## config.mk

```make
export PLATFORM = sky130hd
export DESIGN_NAME = imem_arbiter_flat
export DESIGN_NICKNAME = d
export VERILOG_FILES = /design/src/rtl/imem_arb_pkg.sv /design/src/rtl/imem_arbiter_if.sv /design/src/rtl/imem_rsp_reg.sv /design/src/rtl/imem_arbiter.sv /design/src/flat_wrapper.sv
export SDC_FILE = /design/constraint.sdc
export NUM_CORES = 1
export LEC_CHECK = 0
export CAP_MARGIN = 0
export CORE_UTILIZATION = 48
export DETAILED_ROUTE_END_ITERATION = 12
export PLACE_DENSITY = 0.87
export SLEW_MARGIN = 20
export SYNTH_ARGS = -nofsm -noshare
export SYNTH_HDL_FRONTEND = slang
export SYNTH_SLANG_ARGS = --single-unit
```

## constraint.sdc

```tcl
create_clock -name clk -period 3.6 [get_ports clk]
set_clock_uncertainty 0.15 [all_clocks]
set_input_delay 0.54 -clock clk [delete_from_list [all_inputs] [get_ports clk]]
set_output_delay 0.54 -clock clk [all_outputs]
set_load 0.01 [all_outputs]
```

## src/rtl/imem_arb_pkg.sv

```systemverilog
// Shared types and constants for the instruction-memory read-port arbiter.
package imem_arb_pkg;

  localparam logic PORT_FETCH = 1'b0;
  localparam logic PORT_DATA  = 1'b1;

  localparam int unsigned STARVE_W = 4;

  typedef logic [STARVE_W-1:0] starve_cnt_t;

  localparam starve_cnt_t STARVE_MAX = '1;

  typedef struct packed {
    logic        valid;
    logic        err;
    logic [31:0] data;
  } imem_rsp_t;

  function automatic starve_cnt_t starve_inc(starve_cnt_t cnt);
    return (cnt == STARVE_MAX) ? cnt : cnt + 1'b1;
  endfunction

endpackage

```

## src/rtl/imem_arbiter_if.sv

```systemverilog
// Request/response and memory-side signals of the instruction-memory arbiter.
interface imem_arbiter_if #(
  parameter int unsigned AW = 10
);

  logic          req0_valid;
  logic [AW-1:0] req0_addr;
  logic          req0_ready;
  logic          flush0;
  logic          rsp0_valid;
  logic [31:0]   rsp0_data;
  logic          rsp0_err;

  logic          req1_valid;
  logic [AW-1:0] req1_addr;
  logic          req1_ready;
  logic          rsp1_valid;
  logic [31:0]   rsp1_data;
  logic          rsp1_err;

  logic [AW-1:0] mem_addr;
  logic [31:0]   mem_value;

  // Arbiter side.
  modport slave (
    input  req0_valid, req0_addr, flush0, req1_valid, req1_addr, mem_value,
    output req0_ready, rsp0_valid, rsp0_data, rsp0_err,
    output req1_ready, rsp1_valid, rsp1_data, rsp1_err, mem_addr
  );

  // Requesters plus the attached memory.
  modport master (
    output req0_valid, req0_addr, flush0, req1_valid, req1_addr, mem_value,
    input  req0_ready, rsp0_valid, rsp0_data, rsp0_err,
    input  req1_ready, rsp1_valid, rsp1_data, rsp1_err, mem_addr
  );

endinterface

```

## src/rtl/imem_rsp_reg.sv

```systemverilog
// Per-port response register: captures one granted read, valid for one cycle.
module imem_rsp_reg
  import imem_arb_pkg::*;
(
  input  logic        clk,
  input  logic        rst,
  input  logic        grant,
  input  logic        kill,
  input  logic        err,
  input  logic [31:0] data,
  output imem_rsp_t   rsp
);

  imem_rsp_t rsp_q, rsp_d;

  // A killed grant still updates data/err; only the valid pulse is suppressed.
  always_comb begin
    rsp_d       = rsp_q;
    rsp_d.valid = grant && !kill;
    if (grant) begin
      rsp_d.err  = err;
      rsp_d.data = err ? 32'h0 : data;
    end
  end

  always_ff @(posedge clk) begin
    if (rst) begin
      rsp_q <= '0;
    end else begin
      rsp_q <= rsp_d;
    end
  end

  // Valid is masked while reset is held so a response due in a reset cycle is dropped.
  always_comb begin
    rsp       = rsp_q;
    rsp.valid = rsp_q.valid && !rst;
  end

endmodule

```

## src/rtl/imem_arbiter.sv

```systemverilog
// Fixed-priority arbiter (fetch first) with a starvation guard for the data/debug port,
// sharing the combinational instruction-memory read port.
module imem_arbiter
  import imem_arb_pkg::*;
#(
  parameter int unsigned  LENGTH       = 1024,
  parameter int unsigned  STARVE_LIMIT = 4,
  localparam int unsigned AW           = $clog2(LENGTH)
) (
  input logic           clk,
  input logic           rst,
  imem_arbiter_if.slave bus
);

  starve_cnt_t   starve_cnt_q, starve_cnt_d;
  logic          override;
  logic [1:0]    grant;
  logic [AW-1:0] gnt_addr;
  logic          gnt_err;
  imem_rsp_t     rsp0, rsp1;

  always_comb begin
    override       = (32'(starve_cnt_q) >= STARVE_LIMIT) && bus.req1_valid;
    bus.req0_ready = !rst && bus.req0_valid && !override;
    bus.req1_ready = !rst && bus.req1_valid && (!bus.req0_valid || override);
  end

  assign grant[PORT_FETCH] = bus.req0_valid && bus.req0_ready;
  assign grant[PORT_DATA]  = bus.req1_valid && bus.req1_ready;

  // Idle cycles present the fetch address so the memory tracks the likely next fetch.
  assign gnt_addr     = grant[PORT_DATA] ? bus.req1_addr : bus.req0_addr;
  assign bus.mem_addr = gnt_addr;

  // Reject anything that would read past the last full word instead of wrapping.
  assign gnt_err = (gnt_addr[1:0] != 2'b00) || (32'(gnt_addr) > LENGTH - 32'd4);

  always_comb begin
    if (!bus.req1_valid || grant[PORT_DATA]) begin
      starve_cnt_d = '0;
    end else begin
      starve_cnt_d = starve_inc(starve_cnt_q);
    end
  end

  always_ff @(posedge clk) begin
    if (rst) begin
      starve_cnt_q <= '0;
    end else begin
      starve_cnt_q <= starve_cnt_d;
    end
  end

  imem_rsp_reg u_rsp0 (
    .clk   (clk),
    .rst   (rst),
    .grant (grant[PORT_FETCH]),
    .kill  (bus.flush0),
    .err   (gnt_err),
    .data  (bus.mem_value),
    .rsp   (rsp0)
  );

  imem_rsp_reg u_rsp1 (
    .clk   (clk),
    .rst   (rst),
    .grant (grant[PORT_DATA]),
    .kill  (1'b0),
    .err   (gnt_err),
    .data  (bus.mem_value),
    .rsp   (rsp1)
  );

  assign bus.rsp0_valid = rsp0.valid;
  assign bus.rsp0_data  = rsp0.data;
  assign bus.rsp0_err   = rsp0.err;
  assign bus.rsp1_valid = rsp1.valid;
  assign bus.rsp1_data  = rsp1.data;
  assign bus.rsp1_err   = rsp1.err;

endmodule

```

## src/flat_wrapper.sv

```systemverilog
// flat-port wrapper written by rule: the top's interface ports become plain ports
module imem_arbiter_flat import imem_arb_pkg::*;
#(
  parameter int unsigned  LENGTH       = 1024,
  parameter int unsigned  STARVE_LIMIT = 4,
  localparam int unsigned AW           = $clog2(LENGTH)
)
  (clk, rst, bus_req0_valid, bus_req0_addr, bus_flush0, bus_req1_valid, bus_req1_addr, bus_mem_value, bus_req0_ready, bus_rsp0_valid, bus_rsp0_data, bus_rsp0_err, bus_req1_ready, bus_rsp1_valid, bus_rsp1_data, bus_rsp1_err, bus_mem_addr);
  imem_arbiter_if #(.AW((10))) bus_i ();
  input logic clk;
  input logic rst;
  input wire logic [$bits(bus_i.req0_valid)-1:0] bus_req0_valid;
  input wire logic [$bits(bus_i.req0_addr)-1:0] bus_req0_addr;
  input wire logic [$bits(bus_i.flush0)-1:0] bus_flush0;
  input wire logic [$bits(bus_i.req1_valid)-1:0] bus_req1_valid;
  input wire logic [$bits(bus_i.req1_addr)-1:0] bus_req1_addr;
  input wire logic [$bits(bus_i.mem_value)-1:0] bus_mem_value;
  output wire logic [$bits(bus_i.req0_ready)-1:0] bus_req0_ready;
  output wire logic [$bits(bus_i.rsp0_valid)-1:0] bus_rsp0_valid;
  output wire logic [$bits(bus_i.rsp0_data)-1:0] bus_rsp0_data;
  output wire logic [$bits(bus_i.rsp0_err)-1:0] bus_rsp0_err;
  output wire logic [$bits(bus_i.req1_ready)-1:0] bus_req1_ready;
  output wire logic [$bits(bus_i.rsp1_valid)-1:0] bus_rsp1_valid;
  output wire logic [$bits(bus_i.rsp1_data)-1:0] bus_rsp1_data;
  output wire logic [$bits(bus_i.rsp1_err)-1:0] bus_rsp1_err;
  output wire logic [$bits(bus_i.mem_addr)-1:0] bus_mem_addr;
  assign bus_i.req0_valid = bus_req0_valid;
  assign bus_i.req0_addr = bus_req0_addr;
  assign bus_i.flush0 = bus_flush0;
  assign bus_i.req1_valid = bus_req1_valid;
  assign bus_i.req1_addr = bus_req1_addr;
  assign bus_i.mem_value = bus_mem_value;
  assign bus_req0_ready = bus_i.req0_ready;
  assign bus_rsp0_valid = bus_i.rsp0_valid;
  assign bus_rsp0_data = bus_i.rsp0_data;
  assign bus_rsp0_err = bus_i.rsp0_err;
  assign bus_req1_ready = bus_i.req1_ready;
  assign bus_rsp1_valid = bus_i.rsp1_valid;
  assign bus_rsp1_data = bus_i.rsp1_data;
  assign bus_rsp1_err = bus_i.rsp1_err;
  assign bus_mem_addr = bus_i.mem_addr;
  imem_arbiter #(.LENGTH(LENGTH), .STARVE_LIMIT(STARVE_LIMIT)) u_core (.clk(clk), .rst(rst), .bus(bus_i));
endmodule
```

# After elaboration in Yosys (flattened, before gate mapping)
# Cells that the tools add are included.
# Widths: inputs -> output; s select.
# totals
regBits	72
latchBits	0
mem_bits_rw	0
mem_bits_ro	0
input_bits	57
output_inout_bits	80
wordCells	33
n_memories	0
# op_classes
add_sub_neg	1
mul	0
div	0
order_cmp	2
eq_ne	1
n_shift	0
muxes	2
bitwise	0
reduce_logical	20
# op_table
op	n
$mux 32	1
$gt 10x10->1 const B	1
$logic_and 1x1->1	10
$mux 10	1
$logic_not 1->1	5
$add 4x1->4 const B	1
$eq 4x4->1 const B	1
$ge 4x3->1 const B	1
$logic_or 1x1->1	3
$reduce_bool 2->1	1
$reduce_or 2->1	1

# Logic depth before layout (Yosys ltp)
# depth
depth_word	9
mapped_depth	5
depth_no_buf	4

# By module
# A second synthesis with hierarchy kept.
# unflattened
cells_unflattened	395
hier_area_um2	3661.0
# modules_own_cells
mod	n_inst	cells_per_inst	area_each_um2	seq_area_each_um2
imem_rsp_reg	2	181	1644.1	680.7
imem_arbiter	1	33	372.9	80.1

# Least setup slack after synthesis
# Ideal clock, no wire load.
# synth_timing
path_kind	input port to output port
startpoint	input port rst
endpoint	output port bus_mem_addr[0]
arrival_ps	1644
required_time_ps	2910
slack_ps	1266
path_stages	5
n_path_buf	2
cell_sequence	buf_2 nand2b_4 a21oi_4 buf_6 mux2_1
# synth_between
elab_chain_len	5
# synth_lines
element	line	source
start, declared	flat_wrapper.sv:11	input logic rst;
$logic_not 1->1	imem_arbiter.sv:25	bus.req1_ready = !rst && bus.req1_valid && (!bus.req0_valid || override);
$logic_and 1x1->1 (2 in series)	imem_arbiter.sv:25	
$logic_and 1x1->1	imem_arbiter.sv:29	assign grant[PORT_DATA] = bus.req1_valid && bus.req1_ready;
$mux 10	imem_arbiter.sv:32	assign gnt_addr = grant[PORT_DATA] ? bus.req1_addr : bus.req0_addr;
end, declared	flat_wrapper.sv:26	output wire logic [$bits(bus_i.mem_addr)-1:0] bus_mem_addr;
# Every way passes these cells.

# Final worst setup path
# layout_timing
startpoint	input port bus_req1_valid
endpoint	output port bus_mem_addr[6]
# layout_between
elab_chain_len	5
elab_cells_between_ends	6
cone_classes	mux (1); reduce/logical (5)
# layout_lines
element	line	source
start, declared	flat_wrapper.sv:15	input wire logic [$bits(bus_i.req1_valid)-1:0] bus_req1_valid;
$logic_and 1x1->1	imem_arbiter.sv:23	override = (32'(starve_cnt_q) >= STARVE_LIMIT) && bus.req1_valid;
$logic_or 1x1->1	imem_arbiter.sv:25	
$logic_and 1x1->1	imem_arbiter.sv:25	
$logic_and 1x1->1 (*)	imem_arbiter.sv:29	
$mux 10 (*)	imem_arbiter.sv:32	
# Mark *: on every way between the ends. The rest lies on a longest branch, timed or not.

==> results.yml <==
cells_and_area:
  final_cells: 561
  n_antenna_cell: 0
  multi_input_area_um2: 1510
  nFillCells: 602
  nNetsFinal: 515
  area_growth_pct: 31.5
  mostFrequentLayoutCell: "clkdlybuf4s50_1"
  layout-drive-gt1-share_pct: 7.14
  final_cell_mix: "clkdlybuf4s50_1 (135), dfxtp_1 (72), nand2b_1 (65)"
  seq_area_um2: 1440
  final_area_um2: 4690
pwr:
  powerDensity_nw_per_um2: 364
  vdd_drop_max_uv: 188
  p_leak_uw: 0.00162
timing:
  fmax_mhz: 317
  finalCritPeriodShare_pct: 87.5
  setup_ws_ps: 449
  finalSetupViolations: 0
  rsz0062_at_grt: "false"
  hold_ws_ps: 321
  max_slew_margin_pct: 52.1
  hold_viol: 0
  tns_ps: 0
  period_minus_slack_ps: 3150
  drv_slew: 0
  worstMarginPinSlew_ps: 717
synth:
  yosys_warnings: 0
  synth_top_flop_cell: "dfxtp_1"
  yosys-top-cells-area: "dfxtp_1 (40%), buf_4 (13%), nand2b_1 (11%)"
  seq_area_frac_synth_pct: 40.4
  netlist_area_um2: 3560
  synth_cells: 394
  synth_top_cell_area_share_pct: 40.4
  synth_fp_nets: 452
  ys_ff_latch: 72
  async_reset_ff_share_pct: 0
  yosysTopAreaCell: "dfxtp_1"
  post_synth_num_cell_types: 29
  synth_area_per_cell_um2: 9.04
  synth_edf_count: 0
critical_path:
  start_kind: "input port"
  crit_arrival_ps: 2460
  crit_type: "input port to output port"
  worst_ep_required_time_ps: 2910
  rrSetupSlack_ps: 1640
  r2r_start: "u_core.starve_cnt_q[2]"
  worstReg2RegEnd: "u_core.u_rsp0.rsp[22]"
  crit_path_end_kind: "output port"
  cp_max_fo: 13
  worst-r2r-cell-count: 5
grt:
  grt_overflow: 0
  grtUsageTotal_pct: 21.3
  grt_max_degree: 72
  antenna_found_initial: 0
  grt_first_pass_wirelength_um: 12700
  grt_pass1_vias: 2634
clock_tree:
  clock_sinks: 72
  hold_buffers: 0
  cts-root-buf: "clkbuf_8"
  cts_tree: "yes"
  cts_buffers: 9
  cts_buffer_depth: 2
  clock_latency_ps: 330
  post-cts-setup-buffers: 0
  cts-resized-gates: 0
  clkTransAtPathRegs_ps: 70
  h-tree-depth: 3
drt:
  wl_per_cell_um: 14.8
  dr_total_vias: 2862
  drc_errors: 0
  viasPerCell: 5.10
  first_pass_iters: 4
  drt_iter0_drc: 142
  wl_um: 8280
  postRouteAntennaNets: 0
floorplan:
  die_w_um: 88.2
  rows: 31
  io_pins: 137
  dieHeight_um: 88.2
  start_util_pct: 49.4
  fp.dieArea_um2: 7770
  core_um2: 7210
job:
  drv_cap: 0
worst_hold_path:
  hold_path.class: "flop to flop"
  hp-start: "u_core.u_rsp1.rsp[11]"
  holdPathStages: 2
  whs_endpoint: "u_core.u_rsp1.rsp[11]"
placed_design:
  port_buffers: 136
  placed_cell_area_um2: 4500
  hpwl_um: 5760
  dp_slack_ps: 440
  gp_congestion: 0.769
  dp.cells: 545
run_status:
  status: "completed"
-- cell families (layout without fill, tap and decap cells) --
logic type,count (synthesis),count (layout),synth area share (%)
AO/OA/AOI/OAI,37,37,5.69
adder cells (fa/ha/maj),1,1,0.351
flip-flops,72,72,40.4
XOR/XNOR,1,1,0.246
other,1,1,0.105
buffers and inverters,93,161,17.5
AND/OR/NAND/NOR,145,145,22.9
multiplexers,44,44,12.7
-- how the worst max path moves through the flow --
stage                         startpoint              end  slack [ps]  depth (start not counted)
final                     bus_req1_valid  bus_mem_addr[6]         450                          5
after global routing      bus_req1_valid  bus_mem_addr[3]         360                          5
after CTS                 bus_req1_valid  bus_mem_addr[6]         430                          5
after detailed placement  bus_req1_valid  bus_mem_addr[6]         440                          5
after global placement    bus_req1_valid  bus_mem_addr[6]         500                          5
after floorplan                      rst  bus_mem_addr[0]        1270                          5
-- Yosys cell counts (2+ instances only) --
cell type	instances
dfxtp_1	72
nand2b_1	65
buf_4	64
mux2i_1	34
nand2_1	34
nand4_1	32
o21ai_0	26
clkbuf_1	20
mux2_1	6
o21ai_1	6
buf_6	4
mux2_2	4
nor2_1	4
nor3_1	4
a21oi_1	2
buf_2	2
clkbuf_2	2
nor2b_1	2
-- flip-flops by register name, indices dropped and copies added, names as in the netlist --
register / count
u_core.u_rsp0.rsp: 33
u_core.u_rsp1.rsp: 33
u_core.starve_cnt_q: 4
u_core.u_rsp0.rsp_q: 1
u_core.u_rsp1.rsp_q: 1
-- worst max-delay path, cell delays in order --
cell             delay [ps]
clkdlybuf4s50_1         580
nand2b_4                110
a21oi_4                 350
mux2_2                  390
clkdlybuf4s50_1         480
-- metrics by stage --
step / power, µW / utilization (%)
floorplan: 987 / -
global placement: 1110 / 62.4
detailed placement: 1110 / 62.4
CTS: 1720 / 65.0
global route: 1770 / 65.0
finish: 1710 / 65.0
-- area by class of cell --
class	instances	share of cell area (%)
repair buffers	144	30.2
clock buffers	10	2.72
multi-input cells	229	32.3
inverters	1	0.0801
well taps	99	2.64
clock inverters	6	1.28
flip-flops and latches	72	30.8
-- per-layer routing --
metal | vias to the layer above | GRT usage [%] | share of wire [%]
li1 | 1384 | - | -
met1 | 1345 | 25.4 | 45
met2 | 119 | 35.6 | 47
met3 | 14 | 6.31 | 7.2
met4 | 0 | 8.80 | 1.5
met5 | - | 0 | 0
-- power breakdown --
part	switching (µW)	internal (µW)	leakage (µW)
Clock	293	317	0.0000920
Combinational	116	150	0.000945
Sequential	12.4	818	0.000584
Power figures use the tool's default switching activity.
